[src/rtl/uart_pkg.sv]
// Shared types and defaults for the UART transmit queue.
//   txq_state_t : handshake FSM states of uart_tx_queue
//   TXQ_DEPTH   : default FIFO depth
//   TXQ_W       : default byte width (matches the serializer)
package uart_pkg;

  typedef enum logic [2:0] {
    SYNC,
    IDLE,
    ISSUE,
    WBUSY,
    WDONE
  } txq_state_t;

  localparam int TXQ_DEPTH = 16;
  localparam int TXQ_W     = 8;

endpackage

[src/rtl/sync_fifo.sv]
// Single-clock FIFO with occupancy count and sticky overflow flag.
// Ports:
//   clk, rst_n        clock, asynchronous active-low reset
//   wr_en, wr_data    write strobe and data (dropped when full)
//   rd_en, rd_data    pop strobe; rd_data is a combinational view of the head
//   full, empty       count==DEPTH / count==0
//   count             entries held
//   overflow          sticky: write attempted while full
module sync_fifo #(
  parameter int DEPTH = 16,
  parameter int W     = 8
) (
  input  logic                     clk,
  input  logic                     rst_n,
  input  logic                     wr_en,
  input  logic [W-1:0]             wr_data,
  input  logic                     rd_en,
  output logic [W-1:0]             rd_data,
  output logic                     full,
  output logic                     empty,
  output logic [$clog2(DEPTH):0]   count,
  output logic                     overflow
);

  localparam int AW = $clog2(DEPTH);
  localparam int CW = AW + 1;
  localparam logic [CW-1:0] FULL_COUNT = CW'(DEPTH);

  logic [W-1:0]  mem [DEPTH];
  logic [AW-1:0] wr_ptr;
  logic [AW-1:0] rd_ptr;
  logic          push;
  logic          pop;

  // full is the pre-edge value, so a pop on the same edge never makes room
  // for a write that arrives while full.
  assign push    = wr_en & ~full;
  assign pop     = rd_en & ~empty;
  assign full    = (count == FULL_COUNT);
  assign empty   = (count == '0);
  assign rd_data = mem[rd_ptr];

  // NOTE: the storage array has no reset; only pointers and count define
  // which entries are valid, and leaving it unreset lets it map to RAM.
  always_ff @(posedge clk) begin
    if (push) mem[wr_ptr] <= wr_data;
  end

  // NOTE: sequential state uses non-blocking assignments so every register
  // samples pre-edge values regardless of statement order.
  always_ff @(posedge clk or negedge rst_n) begin
    if (!rst_n) begin
      wr_ptr   <= '0;
      rd_ptr   <= '0;
      count    <= '0;
      overflow <= 1'b0;
    end else begin
      if (push) wr_ptr <= wr_ptr + AW'(1);
      if (pop)  rd_ptr <= rd_ptr + AW'(1);
      if (wr_en && full) overflow <= 1'b1;
      unique case ({push, pop})
        2'b10:   count <= count + CW'(1);
        2'b01:   count <= count - CW'(1);
        default: count <= count;
      endcase
    end
  end

endmodule

[src/rtl/uart_tx_queue.sv]
// Byte queue and handshake controller feeding the UART transmit serializer.
// Core writes are buffered; bytes are issued one at a time with a one-cycle
// ready pulse, then the block waits for the serializer's done to fall and
// rise again before the next issue.
// Ports:
//   clk, rst_n         clock, asynchronous active-low reset
//   wr_en, wr_data     core write strobe and byte
//   full, empty, count queue status (count excludes the byte in flight)
//   overflow           sticky: write seen while full
//   busy               queue non-empty or handshake in progress
//   as                 byte to serializer, held until the next issue
//   ready              one-cycle start pulse to serializer
//   done               serializer idle flag (1 = idle)
module uart_tx_queue
  import uart_pkg::*;
#(
  parameter int DEPTH = TXQ_DEPTH,
  parameter int W     = TXQ_W
) (
  input  logic                   clk,
  input  logic                   rst_n,
  input  logic                   wr_en,
  input  logic [W-1:0]           wr_data,
  output logic                   full,
  output logic                   empty,
  output logic [$clog2(DEPTH):0] count,
  output logic                   overflow,
  output logic                   busy,
  output logic [W-1:0]           as,
  output logic                   ready,
  input  logic                   done
);

  txq_state_t   state;
  logic         rd_en;
  logic [W-1:0] rd_data;

  // Pop exactly on the edge that issues the head byte.
  assign rd_en = (state == IDLE) && !empty;
  assign busy  = !empty || (state != IDLE);

  sync_fifo #(
    .DEPTH (DEPTH),
    .W     (W)
  ) u_fifo (
    .clk      (clk),
    .rst_n    (rst_n),
    .wr_en    (wr_en),
    .wr_data  (wr_data),
    .rd_en    (rd_en),
    .rd_data  (rd_data),
    .full     (full),
    .empty    (empty),
    .count    (count),
    .overflow (overflow)
  );

  // The serializer is not reset with us, so after reset we sit in SYNC until
  // it reports idle; a frame in progress is never restarted.
  always_ff @(posedge clk or negedge rst_n) begin
    if (!rst_n) begin
      state <= SYNC;
      as    <= '0;
      ready <= 1'b0;
    end else begin
      unique case (state)
        SYNC: begin
          ready <= 1'b0;
          if (done) state <= IDLE;
        end
        IDLE: begin
          if (!empty) begin
            as    <= rd_data;
            ready <= 1'b1;
            state <= ISSUE;
          end
        end
        ISSUE: begin
          ready <= 1'b0;
          state <= WBUSY;
        end
        WBUSY: begin
          if (!done) state <= WDONE;
        end
        WDONE: begin
          if (done) state <= IDLE;
        end
        default: begin
          ready <= 1'b0;
          state <= SYNC;
        end
      endcase
    end
  end

endmodule
[config.mk]
export PLATFORM = sky130hd
export DESIGN_NAME = uart_tx_queue
export DESIGN_NICKNAME = d
export VERILOG_FILES = /design/src/rtl/uart_pkg.sv /design/src/rtl/sync_fifo.sv /design/src/rtl/uart_tx_queue.sv
export SDC_FILE = /design/constraint.sdc
export NUM_CORES = 1
export LEC_CHECK = 0
export ABC_AREA = 1
export BUFFER_PORTS_ARGS = -buffer_cell sky130_fd_sc_hd__buf_2
export CORE_MARGIN = 2
export CORE_UTILIZATION = 35
export DETAILED_ROUTE_END_ITERATION = 10
export REMOVE_ABC_BUFFERS = 1
export SLEW_MARGIN = 10
export SYNTH_ARGS = -nofsm -noshare
export SYNTH_HDL_FRONTEND = slang
export SYNTH_SLANG_ARGS = --single-unit
[constraint.sdc]
create_clock -name clk -period 2.6 [get_ports clk]
set_clock_uncertainty 0.2 [all_clocks]
set_input_delay 0.26 -clock clk [delete_from_list [all_inputs] [get_ports clk]]
set_output_delay 0.26 -clock clk [all_outputs]
set_load 0.02 [all_outputs]
# Yosys cells after proc, flatten, opt, wreduce, memory -nomap -nowiden

Memories as Yosys holds them, arrays and structs flattened. A register that Yosys moved wholly into a read port is not among the register bits.
Cells that the tools add are included.

Logic and storage cells: 49
Flip-flop bits (word level): 18
Bits in writable memories: 128
Memories kept: 1
Bits of input ports: 12
Output and inout port bits: 18

Memories:

| name       | words | bits a word | rd ports | clocked after memory_dff | write ports | RTL line        | text |
|---|---|---|---|---|---|---|---|
| u_fifo.mem | 16    | 8           | 1        | 1                        | 1           | sync_fifo.sv:29 | `logic [W-1:0] mem [DEPTH];` |

Bitwise gates (word level): 5
Multiplexer cells: 9
Reduce and logical (&&, ||, !) cells: 13
Add/subtract/negate cells: 4
Equality and inequality tests: 11

Operators with widths:

| operator                                              | count |
|---|---|
| one-hot mux 3 bit (4 select lines)                    | 1 |
| one-hot mux 5 bit (2 select lines)                    | 1 |
| 2-to-1 mux 3 bit                                      | 3 |
| adder 4 x 1 -> 4 bit, second input constant           | 2 |
| equality test 3 x 2 -> 1 bit, second input constant   | 2 |
| adder 5 x 1 -> 5 bit, second input constant           | 1 |
| equality test 5 bit, second input constant            | 1 |
| logical NOT 5 bit                                     | 1 |
| subtractor 5 x 1 -> 5 bit, second input constant      | 1 |
| inequality test 2 bit, second input constant          | 2 |
| AND reduction 2 bit                                   | 2 |
| OR reduction 2 bit                                    | 2 |
| equality test 3 x 1 -> 1 bit, second input constant   | 1 |
| equality test 3 bit, second input constant            | 1 |
| logical NOT 3 bit                                     | 1 |
| 2-to-1 mux 1 bit                                      | 3 |
| inequality test 3 x 1 -> 1 bit, second input constant | 1 |
| inverter 1 bit                                        | 3 |
| AND reduction 3 bit                                   | 1 |
| bitwise AND 1 bit                                     | 2 |
| equality test 2 x 1 -> 1 bit, second input constant   | 1 |
| equality test 2 bit, second input constant            | 1 |
| logical AND 1 bit                                     | 2 |
| logical NOT 1 bit                                     | 2 |
| 4 further kinds                                       | 4 |

# Depth between registers and ports, before layout

Depth after elaboration: 6
Depth in mapped cells: 15
Depth with buffers taken out: 14

# Hierarchy

From an unflattened synthesis, not the netlist that was laid out.

Cell total of the unflattened synthesis: 693
Area total of the unflattened synthesis: 6,844.1 µm²

By module, submodules not included:

| module        | seq. area each (µm²) | area an instance (µm²) | instances | cells an instance |
|---|---|---|---|---|
| sync_fifo     | 4,194.0              | 6,263.5                | 1         | 623 |
| uart_tx_queue | 300.3                | 580.6                  | 1         | 70 |

# Least setup slack after synthesis

Ideal clock, no wire load.

Path kind: reg2reg
Start: register u_fifo.count[1]
End: register u_fifo.count[4]
Cell stages (with the launch flop): 16
Required time: 2,283 ps
Period minus slack after synthesis: 2,491 ps
Setup time: 117 ps
Setup slack: 109 ps
Arrival time: 2,175 ps
Buffers on the path: 1
Path through: dfrtp_1 nor2_2 nand4_1 nand2_2 inv_2 buf_6 ha_1 xor2_1 ha_1 inv_1 nand2_1 nand3_1 nand2_1 xor2_1 nand2_1 nand2_1

Longest elaborated chain between the ends: 6
Elaborated cells on any way between the ends: 14
Those cells by class: 2 x add/sub; 3 x eq/ne; 1 x mux; 4 x bitwise; 4 x reduce/logical

RTL lines:

| item                                                                     | RTL line            | text |
|---|---|---|
| start, declared                                                          | sync_fifo.sv:21     | `output logic [$clog2(DEPTH):0] count,` |
| start signal, assigned                                                   | sync_fifo.sv:62     | `2'b10: count <= count + CW'(1);` |
| start signal, assigned                                                   | sync_fifo.sv:63     | `2'b01: count <= count - CW'(1);` |
| start signal, assigned                                                   | sync_fifo.sv:64     | `default: count <= count;` |
| logical NOT 5 bit (*)                                                    | sync_fifo.sv:40     | `assign empty = (count == '0);` |
| logical NOT 1 bit (*)                                                    | --                  |  |
| logical AND 1 bit (*)                                                    | uart_tx_queue.sv:39 | `assign rd_en = (state == IDLE) && !empty;` |
| via rd_en                                                                | uart_tx_queue.sv:35 | `logic rd_en;` |
| bitwise AND 1 bit (*)                                                    | sync_fifo.sv:38     | `assign pop = rd_en & ~empty;` |
| equality test 2 x 1 -> 1 bit or equality test 2 bit (tied branches)      | sync_fifo.sv:61     | `unique case ({push, pop})` |
| one-hot mux 5 bit (2 select lines) or nonzero test 2 bit (tied branches) | --                  |  |

The timed path passes the listed nets; every way through them passes the cells marked *.
A chain may end at the register's enable or synchronous reset.

# Worst setup path in the final report

Start: register u_fifo.count[1]
End: register u_fifo.count[4]

Longest elaborated chain between the ends: 6
Elaborated cells on any way between the ends: 14
Those cells by class: 2 x add/sub; 3 x eq/ne; 1 x mux; 4 x bitwise; 4 x reduce/logical

RTL lines:

| item                                                                     | RTL line |
|---|---|
| logical NOT 5 bit                                                        | sync_fifo.sv:40 |
| logical NOT 1 bit                                                        | -- |
| logical AND 1 bit                                                        | uart_tx_queue.sv:39 |
| bitwise AND 1 bit                                                        | sync_fifo.sv:38 |
| equality test 2 x 1 -> 1 bit or equality test 2 bit (tied branches)      | sync_fifo.sv:61 |
| one-hot mux 5 bit (2 select lines) or nonzero test 2 bit (tied branches) | -- |

Several ways; a longest one is shown, not always the timed one.

==> run metrics <==
CP startpoint=u_fifo.count[1]$_DFFE_PN0P_; Synth warnings=0; Seq/Total Area, Yosys=0.648; crit path to=u_fifo.count[4]$_DFFE_PN0P_; CTS max path bufs=2; port buffer count=29; Hold Slack=0.0508 ns; Setup WS post-layout=0.269 ns; core area=19,500 um^2; final WL=15.2 mm; nets@finish=768; post_cts resized=0; worst reg2reg startpoint=u_fifo.count[1]$_DFFE_PN0P_; delay-heaviest family, CP=adder cells; post-synth top area share=0.554; Die Ht=145 um; Cell Pwr Density=1120 nW/um^2; Final Cell Area=8140 um^2; Wirelength per Cell=14.8 um; hold crit path type=in2reg; Worst EP required=2.77 ns; drt initial violations=266; Worst-path clk slew=0.06 ns; r2r setup slk=0.27 ns; All-Layer GR Usage=0.158; layout cells sized above 1=0.126; root buffer cell=clkbuf_16; grt ovf=0; setup TNS=0 ns; first-pass GRT wire length=24.3 mm; cell taking the most area after synthesis=edfxtp_1; post-place instance area=7460 um^2; synth top area cells=edfxtp_1 (55%), nand2_1 (12%), dfrtp_1 (9.4%), nand3_1 (7.4%), inv_1 (6.5%); Syn Inst Count=695; Vias/cell=4.53; final antenna-violating net count=0; post-synth cell types=25; Area Growth Syn to Fin=17.4%; H-tree levels=4; drt drc=0; pre-CTS WS=0.269 ns; leak pwr=0.00365 uW; max incr delay on CP=0.44 ns; Worst R2R End=u_fifo.count[4]$_DFFE_PN0P_; initial antenna violation count=0; critical path buffer and inverter count=3; run status=completed; Setup CP Type=reg2reg; Max Cap Viol=0; syn avg cell area=9.98 um^2; CTS Buf Count=17; clk sinks=154; Crit path top cell by count=nand2_1; final setup violating endpoints=0; fin. max-slew vios=0; fmax=0.429 GHz; fin util=0.418; slew margin rel.=0.500; largest net degree at the start of global routing=67; RePlAce Congestion=0.820; clock latency at the later pin of the worst-skew pair=0.43 ns; R2R depth=13; antenna cell count=0; fin crit period=2.33 ns; synthesized area=6930 um^2; Total Die Area=21,000 um^2; Worst Path Max Fanout=5; Worst EP arrival=2.50 ns; DIE WIDTH=145 um; final hold violations=0; I/O pin count=30; slowest cell on the critical path=dfrtp_1; CTS tree=yes; Worst Max-Slew Pin Slew=0.750 ns; drt pass-1 iters=5; period utilization=0.896; Crit. End Element=flip-flop; Worst path depth=13; via count=4,641; depth of the worst hold-timing path=1; Yosys reg bits=154; hpwl dp=9.75 mm; maximum VDD drop=0.540 mV; vias in the first global route=4,581; initial core utilization=0.356; std cell rows=51; CP startpoint kind=flip-flop; RSZ-0062 raised after global routing=false; CP Cell Sequence=nor2_2 > nand4_1 > nand2_2 > inv_2 > ha_1 > ha_1 > inv_1 > o21bai_1 > inv_1 > nand2_1 > xor2_1 > nand2_1 > nand2_1
-- worst min path at each step --
| stage | from | to | slack (ns) |
|---|---|---|---|
| finish | wr_data[0] | u_fifo.mem[13][0]$_DFFE_PP_ | 0.05 |
| global route | wr_data[5] | u_fifo.mem[7][5]$_DFFE_PP_ | 0.05 |
| CTS | wr_data[5] | u_fifo.mem[7][5]$_DFFE_PP_ | 0.05 |
| detailed placement | rst_n | ready$_DFFE_PN0P_ | 0.12 |
| global placement | rst_n | state[2]$_DFFE_PN0P_ | 0.12 |
| floorplan | rst_n | as[0]$_DFFE_PN0P_ | -0.24 |
-- power breakdown --
group / internal [uW] / switching, uW / total [uW] / leakage [uW]
Sequential: 3070 / 242 / 3310 / 0.00148
Combinational: 1010 / 2100 / 3100 / 0.00187
Clock: 1700 / 978 / 2680 / 0.000304
Total: 5780 / 3320 / 9100 / 0.00365
-- synth_stat cells --
cell type and n:
buf_6 7, nor2_2 1, nor2_1 7, dfrtp_1 26
buf_4 2, nor3_2 1, a21oi_1 4, nand2_1 223
nand3_1 103, nand2_2 3, ha_1 9, nand4_1 2
a21o_1 2, edfxtp_1 128, a21boi_0 1, inv_1 120
xnor2_1 1, nor3_1 12, xor2_1 9, buf_2 17
o21bai_1 1, clkbuf_1 1, clkinv_1 2, inv_2 2
o21ai_0 11
-- area by class of cell --
type                       instances  area [um^2]
clock inverter                    15          220
clock buffer                      17          425
inverter                         124          465
timing repair buffer              60          410
sequential                       154         4500
fill                            1858        11300
tap                              265          332
multi-input combinational        390         1790
-- logic make-up after synthesis --
kind of cell,count (synthesis),share of synthesized area
AOI/OAI and AO/OA,19,0.0152
xor gates and xnor gates,10,0.0126
adders and majority gates,9,0.0162
buffers and inverters,151,0.0935
DFF,154,0.648
and+or+nand+nor,352,0.214
-- cell usage in the layout (no fill, tap or decap), types with 2 or more instances in the layout --
cell             n
nand4_1          2
nand2_2          3
nand3_1        103
o21ai_0         11
dfrtp_1         25
nor3_1          12
buf_4           26
a21oi_1          4
inv_2            2
ha_1             9
clkinvlp_4       4
inv_6            3
dlygate4sd3_1    3
clkbuf_16       17
buf_2           29
clkinv_2         2
nor2_1           7
edfxtp_1       128
nand2_1        223
buf_12           2
inv_1          120
a21o_1           2
xor2_1           9
clkinv_1         3
bufinv_16        5
-- metrics by stage --
| stage | cells | total power (uW) |
|---|---|---|
| final | 1025 | 9100 |
| after floorplan | 668 | 5310 |
| after global placement | 990 | 6470 |
| after detailed placement | 990 | 6500 |
| after global routing | 1025 | 9710 |
| after CTS | 1025 | 9210 |
-- registers in the layout, indices dropped and copies added, names as in the netlist --
signal and count:
ready 1, u_fifo.wr_ptr 4, u_fifo.mem 128, as 8, u_fifo.rd_ptr 4, u_fifo.overflow 1, state 3, u_fifo.count 5
-- what timing repair did --
| action | 4_1_cts | 5_1_grt |
|---|---|---|
| hold endpoints to repair | 28 | 0 |
| buffers inserted | 0 | 0 |
| hold buffers | 3 | 0 |
-- layer usage --
| layer | track usage | wire, um |
|---|---|---|
| met5 | 0 | 0 |
| met4 | 0.0741 | 432 |
| met3 | 0.0322 | 473 |
| met2 | 0.264 | 7640 |
| met1 | 0.198 | 6610 |
Power figures use the tool's default switching activity.
